--- src/rtl/decode_stage_pkg.sv ---
// Shared decode types: decoded-instruction format, opcode constants and ALU function mapping.
// Type widths follow the package XLEN; instances must use the same value.
package decode_stage_pkg;

    localparam int XLEN = 32;

    typedef logic [XLEN-1:0] t_word;

    localparam logic [6:0] OPC_OP_IMM = 7'b0010011;
    localparam logic [6:0] OPC_OP_REG = 7'b0110011;
    localparam logic [6:0] OPC_LUI    = 7'b0110111;
    localparam logic [6:0] OPC_AUIPC  = 7'b0010111;

    typedef enum logic [2:0] {
        OK_UNKNOWN  = 3'd0,
        OK_OP_IMM   = 3'd1,
        OK_OP_LUI   = 3'd2,
        OK_OP_AUIPC = 3'd3,
        OK_OP_REG   = 3'd4
    } t_op_kind;

    typedef enum logic [3:0] {
        FK_ADD, FK_SUB, FK_SLL, FK_SLT, FK_SLTU,
        FK_XOR, FK_SRL, FK_SRA, FK_OR, FK_AND
    } t_func;

    typedef struct packed {
        t_func       func;
        logic [4:0]  rs1;
        logic [4:0]  rd;
        t_word       imm;
    } t_op_imm_instr;

    // The widest view sets the payload width; the others pad up to it.
    localparam int PAYLOAD_W = $bits(t_op_imm_instr);
    localparam int U_PAD_W   = PAYLOAD_W - $bits(t_word) - 5;
    localparam int R_PAD_W   = PAYLOAD_W - $bits(t_func) - 15;

    typedef struct packed {
        logic [U_PAD_W-1:0] pad;
        logic [4:0]         rd;
        t_word              imm;
    } t_u_instr;

    typedef struct packed {
        logic [R_PAD_W-1:0] pad;
        t_func              func;
        logic [4:0]         rs1;
        logic [4:0]         rs2;
        logic [4:0]         rd;
    } t_op_reg_instr;

    typedef union packed {
        t_op_imm_instr op_imm;
        t_u_instr      lui;
        t_u_instr      auipc;
        t_op_reg_instr op_reg;
    } t_instr_data;

    typedef struct packed {
        t_op_kind    kind;
        t_instr_data instr_data;
    } t_decoded_instr;

    typedef struct packed {
        t_decoded_instr dec;
        t_word          pc;
        t_word          auipc;
        logic           illegal;
    } t_entry;

    // alt is instr[30]; it only distinguishes ADD/SUB and SRL/SRA.
    function automatic t_func alu_func(input logic [2:0] funct3, input logic alt);
        case (funct3)
            3'b000:  alu_func = alt ? FK_SUB : FK_ADD;
            3'b001:  alu_func = FK_SLL;
            3'b010:  alu_func = FK_SLT;
            3'b011:  alu_func = FK_SLTU;
            3'b100:  alu_func = FK_XOR;
            3'b101:  alu_func = alt ? FK_SRA : FK_SRL;
            3'b110:  alu_func = FK_OR;
            default: alu_func = FK_AND;
        endcase
    endfunction

endpackage

--- src/rtl/decode_stage_if.sv ---
// Fetch-side and execute-side handshake bundle of the decode stage.
interface decode_stage_if #(
    parameter int XLEN = decode_stage_pkg::XLEN
);
    import decode_stage_pkg::*;

    logic            flush;
    logic            in_valid;
    logic            in_ready;
    logic [31:0]     in_instr;
    logic [XLEN-1:0] in_pc;
    logic            out_valid;
    logic            out_ready;
    t_decoded_instr  out_decoded;
    logic [XLEN-1:0] out_pc;
    logic [XLEN-1:0] out_auipc_result;
    logic            out_illegal;

    modport master (
        output flush, in_valid, in_instr, in_pc, out_ready,
        input  in_ready, out_valid, out_decoded, out_pc, out_auipc_result, out_illegal
    );

    modport slave (
        input  flush, in_valid, in_instr, in_pc, out_ready,
        output in_ready, out_valid, out_decoded, out_pc, out_auipc_result, out_illegal
    );

endinterface

--- src/rtl/decode_stage_instr_decode.sv ---
// Combinational RV32I/RV64I decoder for OP_IMM, OP, LUI and AUIPC.
// DECODE_ILLEGAL_EN adds encoding checks that force illegal entries to OK_UNKNOWN.
module instr_decode
    import decode_stage_pkg::*;
#(
    parameter int XLEN    = decode_stage_pkg::XLEN,
    parameter int SHAMT_W = $clog2(XLEN)
) (
    input  logic [31:0]     instr_i,
    input  logic [XLEN-1:0] pc_i,
    output t_decoded_instr  decoded_o,
    output logic [XLEN-1:0] auipc_result_o,
    output logic            illegal_o
);

    logic [6:0]      opcode;
    logic [2:0]      funct3;
    logic            is_shift;
    logic [XLEN-1:0] imm_i;
    logic [XLEN-1:0] imm_u;
    logic [XLEN-1:0] shamt;
    logic [XLEN-1:0] auipc_sum;
    t_decoded_instr  dec;

    assign opcode   = instr_i[6:0];
    assign funct3   = instr_i[14:12];
    assign is_shift = (funct3[1:0] == 2'b01);
    assign imm_i    = XLEN'($signed(instr_i[31:20]));
    assign imm_u    = XLEN'($signed({instr_i[31:12], 12'b0}));
    assign shamt    = XLEN'(instr_i[SHAMT_W+19:20]);

    always_comb begin
        dec       = '0;
        auipc_sum = '0;
        case (opcode)
            OPC_OP_IMM: begin
                dec.kind                   = OK_OP_IMM;
                dec.instr_data.op_imm.func = alu_func(funct3, is_shift & instr_i[30]);
                dec.instr_data.op_imm.rs1  = instr_i[19:15];
                dec.instr_data.op_imm.rd   = instr_i[11:7];
                dec.instr_data.op_imm.imm  = is_shift ? shamt : imm_i;
            end
            OPC_OP_REG: begin
                dec.kind                   = OK_OP_REG;
                dec.instr_data.op_reg.func = alu_func(funct3, instr_i[30]);
                dec.instr_data.op_reg.rs1  = instr_i[19:15];
                dec.instr_data.op_reg.rs2  = instr_i[24:20];
                dec.instr_data.op_reg.rd   = instr_i[11:7];
            end
            OPC_LUI: begin
                dec.kind                = OK_OP_LUI;
                dec.instr_data.lui.rd   = instr_i[11:7];
                dec.instr_data.lui.imm  = imm_u;
            end
            OPC_AUIPC: begin
                dec.kind                 = OK_OP_AUIPC;
                dec.instr_data.auipc.rd  = instr_i[11:7];
                dec.instr_data.auipc.imm = imm_u;
                auipc_sum                = pc_i + imm_u;
            end
            default: ;
        endcase
    end

`ifdef DECODE_ILLEGAL_EN
    logic [6:0] funct7;
    logic       known;
    logic       bad_shift;
    logic       bad_op;

    assign funct7    = instr_i[31:25];
    assign known     = opcode inside {OPC_OP_IMM, OPC_OP_REG, OPC_LUI, OPC_AUIPC};
    // Above the shamt only instr[30] may be set, and only for SRAI.
    assign bad_shift = (opcode == OPC_OP_IMM) && is_shift &&
                       (instr_i[31] || (|instr_i[29:SHAMT_W+20]) ||
                        (instr_i[30] && funct3 != 3'b101));
    assign bad_op    = (opcode == OPC_OP_REG) &&
                       !(funct7 == 7'b0000000 ||
                         (funct7 == 7'b0100000 && (funct3 == 3'b000 || funct3 == 3'b101)));
    assign illegal_o      = !known || bad_shift || bad_op || (instr_i[1:0] != 2'b11);
    assign decoded_o      = illegal_o ? '0 : dec;
    assign auipc_result_o = illegal_o ? '0 : auipc_sum;
`else
    assign illegal_o      = 1'b0;
    assign decoded_o      = dec;
    assign auipc_result_o = auipc_sum;
`endif

endmodule

--- src/rtl/decode_stage.sv ---
// Decode pipeline stage: decoder feeding a main register backed by a skid register.
// DECODE_ILLEGAL_EN enables the illegal-encoding flag on out_illegal.
module decode_stage
    import decode_stage_pkg::*;
#(
    parameter int XLEN    = decode_stage_pkg::XLEN,
    parameter int SHAMT_W = $clog2(XLEN)
) (
    input  logic          clk,
    input  logic          rst_n,
    decode_stage_if.slave bus
);

    t_entry          main_q, main_d, skid_q, skid_d, new_e;
    logic            main_vld_q, main_vld_d, skid_vld_q, skid_vld_d;
    logic            in_fire, out_fire;
    t_decoded_instr  dec;
    logic [XLEN-1:0] auipc;
    logic            illegal;

    instr_decode #(.XLEN(XLEN), .SHAMT_W(SHAMT_W)) u_decode (
        .instr_i        (bus.in_instr),
        .pc_i           (bus.in_pc),
        .decoded_o      (dec),
        .auipc_result_o (auipc),
        .illegal_o      (illegal)
    );

    assign new_e    = {dec, bus.in_pc, auipc, illegal};
    assign in_fire  = bus.in_valid && !skid_vld_q;
    assign out_fire = main_vld_q && bus.out_ready;

    // The skid only fills while main is held, so occupancy 2 <=> skid full.
    always_comb begin
        main_d     = main_q;
        skid_d     = skid_q;
        main_vld_d = main_vld_q;
        skid_vld_d = skid_vld_q;
        if (bus.flush) begin
            main_vld_d = 1'b0;
            skid_vld_d = 1'b0;
        end else if (out_fire) begin
            if (skid_vld_q) begin
                main_d     = skid_q;
                skid_vld_d = 1'b0;
            end else begin
                main_vld_d = in_fire;
                if (in_fire) main_d = new_e;
            end
        end else if (in_fire) begin
            if (main_vld_q) begin
                skid_d     = new_e;
                skid_vld_d = 1'b1;
            end else begin
                main_d     = new_e;
                main_vld_d = 1'b1;
            end
        end
    end

    always_ff @(posedge clk) begin
        if (!rst_n) begin
            main_q     <= '0;
            skid_q     <= '0;
            main_vld_q <= 1'b0;
            skid_vld_q <= 1'b0;
        end else begin
            main_q     <= main_d;
            skid_q     <= skid_d;
            main_vld_q <= main_vld_d;
            skid_vld_q <= skid_vld_d;
        end
    end

    assign bus.in_ready         = !skid_vld_q;
    assign bus.out_valid        = main_vld_q;
    assign bus.out_decoded      = main_vld_q ? main_q.dec     : '0;
    assign bus.out_pc           = main_vld_q ? main_q.pc      : '0;
    assign bus.out_auipc_result = main_vld_q ? main_q.auipc   : '0;
    assign bus.out_illegal      = main_vld_q ? main_q.illegal : 1'b0;

endmodule

--- src/flat_wrapper.sv ---
// flat-port wrapper written by rule: the top's interface ports become plain ports
module decode_stage_flat import decode_stage_pkg::*;
#(
    parameter int XLEN    = decode_stage_pkg::XLEN,
    parameter int SHAMT_W = $clog2(XLEN)
)
  (clk, rst_n, bus_flush, bus_in_valid, bus_in_instr, bus_in_pc, bus_out_ready, bus_in_ready, bus_out_valid, bus_out_decoded, bus_out_pc, bus_out_auipc_result, bus_out_illegal);
  decode_stage_if #(.XLEN(XLEN)) bus_i ();
  input  logic clk;
  input  logic rst_n;
  input wire logic [$bits(bus_i.flush)-1:0] bus_flush;
  input wire logic [$bits(bus_i.in_valid)-1:0] bus_in_valid;
  input wire logic [$bits(bus_i.in_instr)-1:0] bus_in_instr;
  input wire logic [$bits(bus_i.in_pc)-1:0] bus_in_pc;
  input wire logic [$bits(bus_i.out_ready)-1:0] bus_out_ready;
  output wire logic [$bits(bus_i.in_ready)-1:0] bus_in_ready;
  output wire logic [$bits(bus_i.out_valid)-1:0] bus_out_valid;
  output wire logic [$bits(bus_i.out_decoded)-1:0] bus_out_decoded;
  output wire logic [$bits(bus_i.out_pc)-1:0] bus_out_pc;
  output wire logic [$bits(bus_i.out_auipc_result)-1:0] bus_out_auipc_result;
  output wire logic [$bits(bus_i.out_illegal)-1:0] bus_out_illegal;
  assign bus_i.flush = bus_flush;
  assign bus_i.in_valid = bus_in_valid;
  assign bus_i.in_instr = bus_in_instr;
  assign bus_i.in_pc = bus_in_pc;
  assign bus_i.out_ready = bus_out_ready;
  assign bus_in_ready = bus_i.in_ready;
  assign bus_out_valid = bus_i.out_valid;
  assign bus_out_decoded = bus_i.out_decoded;
  assign bus_out_pc = bus_i.out_pc;
  assign bus_out_auipc_result = bus_i.out_auipc_result;
  assign bus_out_illegal = bus_i.out_illegal;
  decode_stage #(.XLEN(XLEN), .SHAMT_W(SHAMT_W)) u_core (.clk(clk), .rst_n(rst_n), .bus(bus_i));
endmodule
--- config.mk ---
export PLATFORM = sky130hd
export DESIGN_NAME = decode_stage_flat
export DESIGN_NICKNAME = d
export VERILOG_FILES = /design/src/rtl/decode_stage_pkg.sv /design/src/rtl/decode_stage_if.sv /design/src/rtl/decode_stage_instr_decode.sv /design/src/rtl/decode_stage.sv /design/src/flat_wrapper.sv
export SDC_FILE = /design/constraint.sdc
export NUM_CORES = 1
export LEC_CHECK = 0
export BUFFER_PORTS_ARGS = -buffer_cell sky130_fd_sc_hd__buf_4
export CAP_MARGIN = 15
export CORE_UTILIZATION = 55
export DETAILED_ROUTE_END_ITERATION = 7
export GPL_TIMING_DRIVEN = 0
export HOLD_SLACK_MARGIN = 0.08
export PLACE_DENSITY = 0.85
export SETUP_SLACK_MARGIN = 0.02
export SLEW_MARGIN = 40
export SYNTH_ARGS = -nofsm -noshare
export SYNTH_HDL_FRONTEND = slang
export SYNTH_SLANG_ARGS = --single-unit
--- constraint.sdc ---
create_clock -name clk -period 3.05 [get_ports clk]
set_clock_uncertainty 0.1 [all_clocks]
set_input_delay 0.4575 -clock clk [delete_from_list [all_inputs] [get_ports clk]]
set_output_delay 0.4575 -clock clk [all_outputs]
set_load 0.01 [all_outputs]
After elaboration in Yosys (flattened, before gate mapping)
Cells that the tools add are included.
- latch bits: 0
- word-level logic and storage cells: 66
- output and inout port bits: 116
- register bits: 229
- memory bits (read-only): 0
- RAM bits: 0
- input port bits: 69
- memories: 0
- eq/ne operators: 13
- bitwise operators: 4
- $mul: 0
- div/mod/pow operators: 0
- $lt $le $gt $ge: 0
- reductions and logical operators: 13
- shift-type cells: 0
- multiplexer cells: 24
- $add $sub $neg: 1
- operator list (kind ; count):
    114-bit 2-to-1 mux ; 5
    32-bit 2-to-1 mux ; 4
    19-bit one-hot mux with 3 select lines ; 1
    4-bit one-hot mux with 7 select lines ; 2
    49-bit 2-to-1 mux ; 1
    18-bit one-hot mux with 2 select lines ; 1
    32-bit adder ; 1
    7-bit by 5-bit == test with 1-bit output (second input constant) ; 2
    7-bit by 6-bit == test with 1-bit output (second input constant) ; 2
    3-bit one-hot mux with 4 select lines ; 1
    3-bit == test (second input constant) ; 3
    9-bit 2-to-1 mux ; 1
    1-bit 2-to-1 mux ; 8
    4-bit AND reduction ; 2
    3-bit by 2-bit == test with 1-bit output (second input constant) ; 2
    2-bit inequality test (second input constant) ; 2
    2-bit AND reduction ; 2
    2-bit nonzero test ; 2
    2-bit OR reduction ; 2
    3-bit by 1-bit == test with 1-bit output (second input constant) ; 1
    3-bit zero test ; 1
    1-bit inverter ; 3
    3-bit OR reduction ; 1
    2-bit by 1-bit == test with 1-bit output (second input constant) ; 1
    3 further kinds ; 4

Logic depth before layout (Yosys ltp)
- depth after elaboration: 8
- mapped depth: 9
- mapped depth without buffers: 9

By module
A second synthesis with hierarchy kept.
- cells, all modules: 1507
- area total of the unflattened synthesis: 11368.4 um^2
- by module, submodules not included (module ; cells each ; sequential area each (um^2) ; times used ; area each (um^2)):
    decode_stage ; 1271 ; 4604.4 ; 1 ; 9748.1
    instr_decode ; 236 ; 0.0 ; 1 ; 1620.3

Least setup slack after synthesis
No wires, ideal clock.
- path kind: input to register
- start: in bus_in_instr[13]
- end: reg u_core.main_q[31] (netlist bit)
- path buffers: 1
- arrival time: 2.508 ns
- stages on the path: 9
- slack: 0.315 ns
- cells stage by stage: clkbuf_1 > inv_1 > fa_1 > nor2b_4 > o211ai_2 > a2111oi_4 > o211ai_1 > and4_1 > or3_1
- longest elaborated chain between the ends: 5
- elaborated cells between the ends (all ways): 7
- RTL lines (what ; RTL line ; text):
    start: declaration ; flat_wrapper.sv:13 ; input wire logic [$bits(bus_i.in_instr)-1:0] bus_in_instr;
    32-bit adder * ; decode_stage_instr_decode.sv:59 ; auipc_sum = pc_i + imm_u;
    32-bit 2-to-1 mux * ; decode_stage_instr_decode.sv:35 ; case (opcode)
    114-bit 2-to-1 mux, on equally long branches ; decode_stage.sv:51, decode_stage.sv:48 ;
    114-bit 2-to-1 mux, on equally long branches ; decode_stage.sv:50, decode_stage.sv:43 ;
    114-bit 2-to-1 mux * ; decode_stage.sv:42 ; end else if (out_fire) begin
    end signal: assignment ; decode_stage.sv:68 ; main_q <= main_d;
    end: declaration ; decode_stage.sv:14 ; t_entry main_q, main_d, skid_q, skid_d, new_e;
Every way passes the cells marked *; elsewhere a longest branch is shown, timed or not. The select of a mux whose other input is x is not followed.
A chain may end at the register's enable or synchronous reset.

Worst setup path in the final report
- start: reg u_core.main_vld_q (netlist: u_core.bus.out_valid)
- end: out bus_out_decoded[30]
- longest elaborated chain between the ends: 1
- RTL lines (what ; RTL line ; text):
    start: declaration ; decode_stage.sv:15 ; logic main_vld_q, main_vld_d, skid_vld_q, skid_vld_d;
    start signal: assignment ; decode_stage.sv:70 ; main_vld_q <= main_vld_d;
    49-bit 2-to-1 mux ; decode_stage.sv:77 ; assign bus.out_decoded = main_vld_q ? main_q.dec : '0;
    end: declaration ; flat_wrapper.sv:18 ; output wire logic [$bits(bus_i.out_decoded)-1:0] bus_out_decoded;
No other way between the ends.

==> impl_metrics.ini <==
[run_status]
status = completed

[placed_design]
port_buffers = 183
place_area_sq_um = 13200
place.gp.congestion = 0.999
hpwl_um = 29600

[power]
vdd_drop_max_mv = 0.432
power.switching_w = 0.00190
sw_frac_of_total_pct = 26.1
clkPwrFrac_pct = 45.4
internal_power_w = 0.00539
power_density_nw_per_um2 = 517
p_comb_share_pct = 12.0
p_leak_nw = 5.42
pwr-share-seq_pct = 42.6

[synth]
netlist_instances = 1484
synth_top_cell_area_share_pct = 39.7
yosysMostFrequentCell = nand2_1
synth_simple_gate_area_share_pct = 28.2
yosys.area.top_type = dfxtp_1
synth-adder-area-share_pct = 2.24
synth_flop_cell = dfxtp_1
synth_xor_area_share_pct = 0.534
syn_area_per_cell_sq_um = 7.74
ys_warn_count = 0
yosysUniqueCellTypes = 78
synth_top_family_by_area = simple AND/OR/NAND/NOR gates
synth_enable_flop_cells = 0
synthTopCellsByCount = nand2_1, dfxtp_1, nor2_1, a21oi_1, and2_1
synth_mux_area_share_pct = 0.174
synthesis.area_sq_um = 11500
yosys_register_bits = 228
syn-num-nets = 1573
async_reset_ff_share_pct = 0
synth.area.top_cells = dfxtp_1, nand2_1, and2_1
synth_compound_area_share_pct = 23.2
ys_seq_area_share_pct = 39.7

[finish]
drive_above_1_share_pct = 15.9
area_delta_synth_final_pct = 22.8
layout.nets = 1782
fillers = 1638
design_area_sq_um = 14100
diodes = 0
final_core_util_pct = 69.2

[floorplanning]
die_width_um = 146
start_util_pct = 56.4
die_height_um = 146
die-area_sq_um = 21500
rows = 52
io_pins = 185
core_sq_um = 20400

[worst_setup_path]
arrival_ps = 2440
r2r-start = u_core.bus.out_valid
end_kind = primary output
required_ps = 2490
r2r_end = u_core.skid_q[19]
crit_start = u_core.bus.out_valid
r2r_cells = 7
r2r_slack_ps = 70
critPathCapture = bus_out_decoded[30]
path_class = reg2out
startpoint_type = flip-flop
cp_max_fo = 10

[clock_tree]
clock_path_buffers = 3
ctsRootBufferMaster = clkbuf_16
cts_htree_levels = 1
cts_tree = done
clk_pin_slew_ps = 60
holdBufCountCts = 0
cts_buffers = 24
cts_sinks = 228
clkLatencyLatePin_ps = 520

[timing]
finalSetupViolations = 0
slew_violations = 0
grt_setup_unrepaired = no
fin_crit_sh_pct = 98.1
finalCriticalPeriod_ps = 2990
relSlewSlack_pct = 45.4
worst_pin_slew_ps = 816
hold_violations = 0
fmax_mhz = 334

[route]
drtAntennaViolNets = 0
vias_per_cell = 6.31
wire_per_inst_um = 20.8
drt_wl_total_um = 41200
drc_errors = 0
drt_pass1_iterations = 5
detailroute.via_count = 12500
drt_iter0_drc = 1638

[run]
maxCapViolCount = 0

[global_route]
track_usage_pct = 37.2
grt_max_degree = 16
grt_pass1_vias = 11400
grt_overflow = 0
grt_pass1_wl_um = 62300
antenna_found_initial = 1

[hold_path]
hold_class = in2reg
-- metal layers --
metal	vias to the layer above	share of wire (%)	GRT usage (%)
met5	-	0	0
met4	0	6.9	24.2
met3	193	12	7.47
met2	886	43	56.8
met1	5748	38	47.9
li1	5670	-	-
-- power by group through the flow --
stage               clock network (W)  registers [W]  logic [W]
CTS                           0.00329        0.00311   0.000839
finish                        0.00331        0.00311   0.000873
global placement                    0        0.00317   0.000812
floorplan                           0        0.00315   0.000497
global route                  0.00342        0.00311   0.000928
detailed placement                  0        0.00317   0.000830
-- timing repair --
item | CTS | global route
setup endpoints to repair | 34 | 5
setup buffers | 0 | 0
pin swaps | 0 | 0
gates resized for setup | 1 | 8
gates cloned | 0 | 0
-- state kept, by name, indices dropped and copies added (netlist names) --
register / flops
u_core.main_q: 113
u_core.skid_q: 113
u_core.bus.out_valid: 1
u_core.skid_vld_q: 1
-- how the worst min path moves through the flow --
stage                            from                end  slack (ps)  depth (start not counted)
global route            bus_in_pc[21]  u_core.skid_q[54]         120                          3
finish                  bus_in_pc[21]  u_core.skid_q[54]         120                          3
global placement    u_core.skid_q[22]  u_core.skid_q[22]         340                          2
CTS                      bus_in_pc[4]  u_core.skid_q[37]         120                          3
floorplan           u_core.skid_q[26]  u_core.skid_q[26]         320                          2
detailed placement  u_core.main_q[92]  u_core.main_q[92]         340                          2
-- worst max-delay path, cell delays in order, from the launching register on --
cell	delay, ps
dfxtp_1	330
buf_2	290
clkbuf_2	410
clkbuf_1	530
and2_1	230
buf_4	120
-- per-stage QoR --
step                std cells  setup TNS, ps  hold slack, ps  setup WS [ps]  total power (W)
global route             1980              0             117           32.8          0.00746
finish                   1980              0             118           56.5          0.00729
detailed placement       1937           -493             343           -195          0.00400
floorplan                1484              0             317            315          0.00365
CTS                      1980              0             116           91.2          0.00723
global placement         1937           -335             338           -131          0.00398
-- area by class of cell --
| cell class | instances | area, sq um | share of cell area, % |
|---|---|---|---|
| inverter | 13 | 48.8 | 0.346 |
| clock buffer | 31 | 688 | 4.88 |
| timing repair buffer | 183 | 1370 | 9.74 |
| tap | 270 | 338 | 2.40 |
| buffer | 134 | 624 | 4.43 |
| sequential | 228 | 4560 | 32.4 |
| clock inverter | 12 | 203 | 1.44 |
| multi-input combinational | 1109 | 6260 | 44.4 |
-- cell usage in the layout, fill, tap and decap left out, types with 8 or more instances in the layout --
cell and count:
a21oi_1 133, clkbuf_1 99, inv_1 12, a311oi_1 60, nor2_1 153, o21ai_0 45
clkbuf_8 12, a21o_1 16, nand4_1 8, ha_1 19, and3_1 11, or3_1 8
a211oi_1 32, buf_2 11, clkbuf_16 25, nand3_1 77, nor3_1 44, buf_1 9
a221oi_1 17, o211ai_1 20, and2_1 118, dfxtp_1 228, buf_4 184, nand2_1 236
a31oi_1 9
-- logic make-up (layout without fill, tap and decap cells) --
| logic type | Yosys count | after routing |
|---|---|---|
| flops | 228 | 228 |
| simple gates | 688 | 688 |
| other cells | 1 | 1 |
| buf+inv | 147 | 373 |
| compound gates | 391 | 391 |
| mux | 2 | 2 |
| xor+xnor | 7 | 7 |
| fa+ha+maj | 20 | 20 |
(Power assumes the default switching activity.)
